==> config.mk <==
export PLATFORM = sky130hd
export DESIGN_NAME = booth_seq_multiplier_flat
export DESIGN_NICKNAME = d
export VERILOG_FILES = /design/src/rtl/booth_pkg.sv /design/src/rtl/booth_seq_multiplier_if.sv /design/src/rtl/booth_seq_ctrl.sv /design/src/rtl/booth_seq_multiplier.sv /design/src/flat_wrapper.sv
export SDC_FILE = /design/constraint.sdc
export NUM_CORES = 1
export LEC_CHECK = 0
export CAP_MARGIN = 30
export CORE_MARGIN = 1.5
export CORE_UTILIZATION = 30
export CTS_CLUSTER_DIAMETER = 200
export DETAILED_ROUTE_END_ITERATION = 8
export GPL_TIMING_DRIVEN = 0
export SETUP_SLACK_MARGIN = 0.15
export SLEW_MARGIN = 20
export SYNTH_ARGS = -nofsm -noshare
export SYNTH_HDL_FRONTEND = slang
export SYNTH_SLANG_ARGS = --single-unit
==> constraint.sdc <==
create_clock -name clk -period 4.08 [get_ports clk]
set_input_delay 0.816 -clock clk [delete_from_list [all_inputs] [get_ports clk]]
set_output_delay 0.816 -clock clk [all_outputs]
set_load 0.1 [all_outputs]
==> src/rtl/booth_pkg.sv <==
// rtl/booth_pkg.sv - shared types for the radix-2 Booth sequential multiplier
package booth_pkg;

  typedef enum logic [1:0] {
    IDLE = 2'd0,
    RUN  = 2'd1,
    DONE = 2'd2
  } state_t;

  // Booth recoding of {Q[0], Q_1}
  typedef logic [1:0] booth_op_t;

  localparam booth_op_t OP_NOP0 = 2'b00;
  localparam booth_op_t OP_ADD  = 2'b01;
  localparam booth_op_t OP_SUB  = 2'b10;
  localparam booth_op_t OP_NOP1 = 2'b11;

endpackage

==> src/rtl/booth_seq_multiplier_if.sv <==
// rtl/booth_seq_multiplier_if.sv - request/result bundle of the Booth multiplier
interface booth_seq_multiplier_if #(
  parameter int WIDTH = 16
) ();

  logic                 start;
  logic                 abort;
  logic                 mode_signed;
  logic [WIDTH-1:0]     multiplicand;
  logic [WIDTH-1:0]     multiplier;
  logic                 busy;
  logic                 done;
  logic [2*WIDTH-1:0]   product;

  modport master (
    output start, abort, mode_signed, multiplicand, multiplier,
    input  busy, done, product
  );

  modport slave (
    input  start, abort, mode_signed, multiplicand, multiplier,
    output busy, done, product
  );

endinterface

==> src/rtl/booth_seq_ctrl.sv <==
// rtl/booth_seq_ctrl.sv - FSM, iteration counter and datapath strobes
module booth_seq_ctrl
  import booth_pkg::*;
#(
  parameter  int WIDTH = 16,
  localparam int CNT_W = $clog2(WIDTH + 2)
) (
  input  logic clk,
  input  logic rst,
  input  logic start,
  input  logic abort,
  input  logic mode_signed,
  output logic load,
  output logic shift,
  output logic write_product,
  output logic busy,
  output logic done
);

  state_t             state_q, state_d;
  logic [CNT_W-1:0]   cnt_q, cnt_d;

  always_ff @(posedge clk) begin
    if (rst) begin
      state_q <= IDLE;
      cnt_q   <= '0;
    end else begin
      state_q <= state_d;
      cnt_q   <= cnt_d;
    end
  end

  always_comb begin
    state_d       = state_q;
    cnt_d         = cnt_q;
    load          = 1'b0;
    shift         = 1'b0;
    write_product = 1'b0;
    case (state_q)
      IDLE: begin
        // abort beats a simultaneous start
        if (start && !abort) begin
          load    = 1'b1;
          state_d = RUN;
          // unsigned needs one extra step to consume the zero-extended MSB
          cnt_d   = mode_signed ? CNT_W'(WIDTH - 1) : CNT_W'(WIDTH);
        end
      end
      RUN: begin
        if (abort) begin
          state_d = IDLE;
        end else begin
          shift = 1'b1;
          if (cnt_q == '0) begin
            write_product = 1'b1;
            state_d       = DONE;
          end else begin
            cnt_d = cnt_q - CNT_W'(1);
          end
        end
      end
      DONE:    state_d = IDLE;
      default: state_d = IDLE;
    endcase
  end

  assign busy = (state_q == RUN) || (state_q == DONE);
  assign done = (state_q == DONE);

endmodule

==> src/rtl/booth_seq_multiplier.sv <==
// rtl/booth_seq_multiplier.sv - radix-2 Booth sequential multiplier, A/Q/Q_1/M datapath
module booth_seq_multiplier
  import booth_pkg::*;
#(
  parameter int WIDTH = 16
) (
  input  logic                    clk,
  input  logic                    rst,
  booth_seq_multiplier_if.slave   bus
);

  logic                 load, shift, write_product;
  logic [WIDTH:0]       a_q, a_d, q_q, q_d, m_q, m_d;
  logic                 q1_q, q1_d;
  logic                 signed_q, signed_d;
  logic [2*WIDTH-1:0]   product_q, product_d;
  logic [WIDTH:0]       sum;
  booth_op_t            op;

  booth_seq_ctrl #(.WIDTH(WIDTH)) u_ctrl (
    .clk           (clk),
    .rst           (rst),
    .start         (bus.start),
    .abort         (bus.abort),
    .mode_signed   (bus.mode_signed),
    .load          (load),
    .shift         (shift),
    .write_product (write_product),
    .busy          (bus.busy),
    .done          (bus.done)
  );

  always_ff @(posedge clk) begin
    if (rst) begin
      a_q       <= '0;
      q_q       <= '0;
      m_q       <= '0;
      q1_q      <= 1'b0;
      signed_q  <= 1'b0;
      product_q <= '0;
    end else begin
      a_q       <= a_d;
      q_q       <= q_d;
      m_q       <= m_d;
      q1_q      <= q1_d;
      signed_q  <= signed_d;
      product_q <= product_d;
    end
  end

  always_comb begin
    a_d       = a_q;
    q_d       = q_q;
    m_d       = m_q;
    q1_d      = q1_q;
    signed_d  = signed_q;
    product_d = product_q;
    op        = {q_q[0], q1_q};
    case (op)
      OP_ADD:  sum = a_q + m_q;
      OP_SUB:  sum = a_q - m_q;
      default: sum = a_q;
    endcase

    if (load) begin
      m_d      = bus.mode_signed ? {bus.multiplicand[WIDTH-1], bus.multiplicand}
                                 : {1'b0, bus.multiplicand};
      q_d      = bus.mode_signed ? {bus.multiplier[WIDTH-1], bus.multiplier}
                                 : {1'b0, bus.multiplier};
      a_d      = '0;
      q1_d     = 1'b0;
      signed_d = bus.mode_signed;
    end else if (shift) begin
      a_d  = {sum[WIDTH], sum[WIDTH:1]};
      q_d  = {sum[0], q_q[WIDTH:1]};
      q1_d = q_q[0];
      // signed runs one step short, so the unconsumed multiplier sign bit still sits in Q[0]
      if (write_product) begin
        product_d = signed_q ? {a_d[WIDTH-1:0], q_d[WIDTH:1]}
                             : {a_d[WIDTH-2:0], q_d};
      end
    end
  end

  assign bus.product = product_q;

endmodule
==> src/flat_wrapper.sv <==
// flat-port wrapper written by rule: the top's interface ports become plain ports
module booth_seq_multiplier_flat import booth_pkg::*;
#(
  parameter int WIDTH = 16
)
  (clk, rst, bus_start, bus_abort, bus_mode_signed, bus_multiplicand, bus_multiplier, bus_busy, bus_done, bus_product);
  booth_seq_multiplier_if #(.WIDTH(WIDTH)) bus_i ();
  input  logic clk;
  input  logic rst;
  input wire logic [$bits(bus_i.start)-1:0] bus_start;
  input wire logic [$bits(bus_i.abort)-1:0] bus_abort;
  input wire logic [$bits(bus_i.mode_signed)-1:0] bus_mode_signed;
  input wire logic [$bits(bus_i.multiplicand)-1:0] bus_multiplicand;
  input wire logic [$bits(bus_i.multiplier)-1:0] bus_multiplier;
  output wire logic [$bits(bus_i.busy)-1:0] bus_busy;
  output wire logic [$bits(bus_i.done)-1:0] bus_done;
  output wire logic [$bits(bus_i.product)-1:0] bus_product;
  assign bus_i.start = bus_start;
  assign bus_i.abort = bus_abort;
  assign bus_i.mode_signed = bus_mode_signed;
  assign bus_i.multiplicand = bus_multiplicand;
  assign bus_i.multiplier = bus_multiplier;
  assign bus_busy = bus_i.busy;
  assign bus_done = bus_i.done;
  assign bus_product = bus_i.product;
  booth_seq_multiplier #(.WIDTH(WIDTH)) u_core (.clk(clk), .rst(rst), .bus(bus_i));
endmodule
* Yosys cells after proc, flatten, opt, wreduce, memory -nomap -nowiden
Index checks and enable logic that the tools add are counted.
** Operators by class
- Muxes and demuxes :: 22
- Equal/unequal tests :: 8
- Reduce and logical (&&, ||, !) cells :: 11
- Bitwise gates (word level) :: 1
- Add/sub/neg operators :: 3
** Operators with widths (count)
- $mux W17 :: 4
- $pmux W17 S2 :: 1
- $mux W32 :: 1
- $mux W5 :: 4
- $add A17 B17 Y17 :: 1
- $sub A17 B17 Y17 :: 1
- $pmux W5 S2 :: 1
- $mux W1 :: 7
- $mux W2 :: 3
- $ne A2 B2 Y1 const B :: 3
- $logic_not A5 Y1 :: 1
- $sub A5 B1 Y5 const B :: 1
- $eq A2 B1 Y1 const B :: 2
- $eq A2 B2 Y1 const B :: 2
- $pmux W2 S2 :: 1
- $reduce_and A4 Y1 :: 1
- $reduce_bool A2 Y1 :: 2
- $ne A3 B3 Y1 const B :: 1
- $reduce_and A3 Y1 :: 1
- $logic_not A2 Y1 :: 1
- $reduce_and A2 Y1 :: 1
- $reduce_or A2 Y1 :: 1
- $logic_and A1 B1 Y1 :: 1
- $logic_not A1 Y1 :: 1
- other kinds (2) :: 2
** Storage, ports and cells
- Bits in registers :: 91
- Bits of input ports :: 37
- Word-level logic and storage cells :: 53

* Logic depth before layout (Yosys ltp)
- Depth in word-level cells :: 6
- Depth in mapped cells :: 15
- Gate-level depth less buffers :: 14

* By module
From an unflattened synthesis, not the netlist that was laid out.
** Second synthesis, totals
- Cell total of the unflattened synthesis :: 646
- Area total of the unflattened synthesis :: 5295.1 um^2
** By module, submodules not included
- booth_seq_multiplier :: instances 1, area an instance 4835.9 um^2, sequential area each 1681.6 um^2, cells each 590
- booth_seq_ctrl :: instances 1, area an instance 459.2 um^2, sequential area each 140.1 um^2, cells each 56

* Least setup slack after synthesis
OpenSTA, ideal clock, no wires.
- Path type :: flip-flop to flip-flop
- From :: register u_core.m_q[5]
- To :: register u_core.product_q[31] (netlist: u_core.bus.product[31])
- Library setup time :: 0.131 ns
- Clock period less this slack :: 3.279 ns
- Cell stages (with the launch flop) :: 14
- Setup slack :: 0.801 ns
- Arrival time :: 3.148 ns
- Path buffers :: 0
- Cells stage by stage :: dfxtp_1 or4_4 nor3_1 a31oi_1 xnor2_1 ha_1 a21o_1 a21o_1 a211o_1 or3_1 mux2i_2 o31ai_4 nor3_2 a211oi_2
** On the way
- Word-level cells in the longest chain between the ends :: 3
- Elaborated cells on any way between the ends :: 4
** Ends and longest elaborated chain
- start: declaration :: line booth_seq_multiplier.sv:13 : logic [WIDTH:0] a_q, a_d, q_q, q_d, m_q, m_d;
- start signal: assignment :: line booth_seq_multiplier.sv:44 : m_q <= m_d;
- $sub A17 B17 Y17 / $add A17 B17 Y17 (equally long branches) :: line booth_seq_multiplier.sv:61, booth_seq_multiplier.sv:60
- $pmux W17 S2 (*) :: line booth_seq_multiplier.sv:59 : case (op)
- $mux W32 (*) :: line booth_seq_multiplier.sv:79 : product_d = signed_q ? {a_d[WIDTH-1:0], q_d[WIDTH:1]}
- end signal: assignment :: line booth_seq_multiplier.sv:47 : product_q <= product_d;
- end: declaration :: line booth_seq_multiplier.sv:16 : logic [2*WIDTH-1:0] product_q, product_d;
Every way passes the cells marked *; elsewhere a longest branch is shown, timed or not.
A chain may end at the register's enable or synchronous reset.

* Worst setup path after layout
Same ends and word-level chain as after synthesis.

==> results.json <==
{
  "yosys-top-cells-count": "nand2_1, dfxtp_1, nor2_1, a21oi_1, a211oi_1",
  "fin_tns_setup_ps": 0,
  "fmax_mhz": 280,
  "path_clk_slew_ps": 70,
  "grt_usage_pct": 16.7,
  "finalMaxSlewViolations": 0,
  "required_ps": 4300,
  "port_buffers": 69,
  "area_growth_syn_to_layout_pct": 24.7,
  "syn_avg_cell_area_um2": 7.94,
  "ys_ff_latch": 91,
  "yosysTopAreaCellShare_pct": 34.5,
  "finalHoldViolCount": 0,
  "rsz0062_at_grt": "no",
  "period_minus_slack_ps": 3570,
  "dp.cells": 961,
  "io_pins": 71,
  "yosysMostFrequentCell": "nand2_1",
  "antenna_left": 0,
  "grt_start_max_net_pins": 16,
  "diodes": 0,
  "coreArea_um2": 17200,
  "grt_overflow": 0,
  "seq_area_frac_synth_pct": 34.5,
  "drt_iter0_drc": 293,
  "p_leak_uw": 0.00234,
  "root_buffer": "clkbuf_16",
  "maxCapViolations": 0,
  "htreeDepth": 3,
  "dp_hpwl_um": 11400,
  "worst_pin_slew_ps": 1040,
  "ys_warn_count": 0,
  "hold_path.class": "reg -> reg",
  "crit_path_end_kind": "flip-flop",
  "start_util_pct": 30.7,
  "setup_viol": 0,
  "fp.dieW_um": 136,
  "yosys-top-cells-area": "dfxtp_1, nand2_1, nor2_1, ha_1, a21oi_1",
  "criticalPathCategory": "reg -> reg",
  "routed_wl_um": 14800,
  "drc": 0,
  "cp_data_arrival_time_ps": 3800,
  "cp-start-kind": "flip-flop",
  "cts_buffers": 9,
  "synth.net_count": 727,
  "antenna_found_initial": 0,
  "cts_setup_buffers": 0,
  "synthCells": 666,
  "cp_max_fo": 6,
  "syn_area_um2": 5290,
  "grt_first_pass_wirelength_um": 24000,
  "skew_ps": 8.46,
  "power_density_nw_per_um2": 450,
  "synth-main-ff-cell": "dfxtp_1",
  "die_y_um": 136,
  "cts.sinks": 91,
  "yosysTopAreaCell": "dfxtp_1",
  "async_flop_share_pct": 0,
  "yosysUniqueCellTypes": 64,
  "nets": 808,
  "clk_latency_ps": 360,
  "status": "finished clean",
  "synth_edf_count": 0,
  "cts_tree": "done",
  "gp_congestion": 0.826,
  "vias": 4988,
  "first_global_vias": 4851,
  "ir_worst_vdd_v": 0.000260,
  "viasPerCell": 5.11,
  "relSlewSlack_pct": 30.6,
  "num_rows": 48,
  "finalCritPeriodShare_pct": 87.6,
  "die_area_um2": 18400,
  "final_layout_size_suffix_gt1_share_pct": 5.45,
  "routedWlPerCell_um": 15.1,
  "clock_path_buffers": 2,
  "firstDrtPassIters": 4,
  "stdcell_count": 977
}
[path summary, 6_finish.rpt]
path | startpoint | end | slack [ps] | cells after the start
min | u_core.bus.product[19] | u_core.bus.product[19] | 450 | 2
max reg2reg | u_core.m_q[5] | u_core.bus.product[31] | 510 | 13
max | u_core.m_q[5] | u_core.bus.product[31] | 510 | 13
min reg2reg | u_core.bus.product[19] | u_core.bus.product[19] | 450 | 2
[cell usage in the layout (no fill, tap or decap), drive strengths merged, types with 16 or more instances in the layout]
master         count
ha                23
o21ai             16
nor2              91
nand2            100
a311oi            17
xnor2             18
clkbuf            47
dfxtp             91
a21oi             54
mux2i             25
nor3              21
inv               20
a211oi            35
nand3             16
clkdlybuf4s50     69
[critical path, cell delays in order (launching register included)]
cell      delay (ps)
dfxtp_1          370
or4_4            600
nor3_1           210
a31oi_1          130
xnor2_1          160
ha_1             350
a21o_1           190
a21o_1           170
a211o_1          320
or3_1            330
mux2i_2          240
o31ai_4          100
nor3_2           180
a211oi_2         100
[final cells by class]
cell class / instances / area, µm²
fill: 1799 / 10600
timing repair buffer: 70 / 694
clock inverter: 4 / 55.1
clock buffer: 12 / 267
tap: 225 / 282
sequential: 91 / 1820
multi-input combinational: 509 / 3160
buffer: 46 / 234
inverter: 20 / 75.1
[metrics by stage]
stage	hold WS [ps]	worst slack [ps]	area [µm²]	utilization (%)	total power (µW)
final	451	505	6590	38.2	2960
after global placement	441	255	6260	36.3	2060
after global routing	505	301	6590	38.2	3130
after CTS	453	342	6590	38.2	2980
after floorplan	436	801	5290	-	1820
after detailed placement	445	367	6270	36.4	2070
[sequential cells by signal (all words and copies together), names as in the netlist]
| name | cells |
|---|---|
| u_core.bus.product | 32 |
| u_core.signed_q | 1 |
| u_core.a_q | 16 |
| u_core.q_q | 17 |
| u_core.u_ctrl.state_q | 2 |
| u_core.m_q | 17 |
| u_core.u_ctrl.cnt_q | 5 |
| u_core.q1_q | 1 |
[timing repair]
action                     CTS  global route
setup endpoints to repair    0             2
resized for setup            0             1
hold buffers                 0             0
[power breakdown]
group,total (µW),internal [µW],switching [µW]
registers,1010,952,59.6
clock network,909,530,379
logic,1040,400,644
[logic make-up (layout without fill, tap and decap cells)]
family                     after synthesis  after routing  share of synthesized area (%)
DFF                                     91             91                           34.5
muxes                                   26             26                           5.02
adders and majority gates               24             24                           5.82
and+or+nand+nor                        269            269                           23.2
buffers and inverters                   66            152                           5.82
xor gates and xnor gates                21             21                           3.48
AOI/OAI and AO/OA                      169            169                           22.2
[metal layers]
layer  vias up  part of all wire, %  global-route usage [%]
met1      2375                   47                    21.4
met5         -                    0                       0
li1       2521                    -                       -
met2        69                   48                    27.2
met4         0                  3.0                    8.36
met3        23                  2.6                    2.39
(Power assumes the default switching activity.)
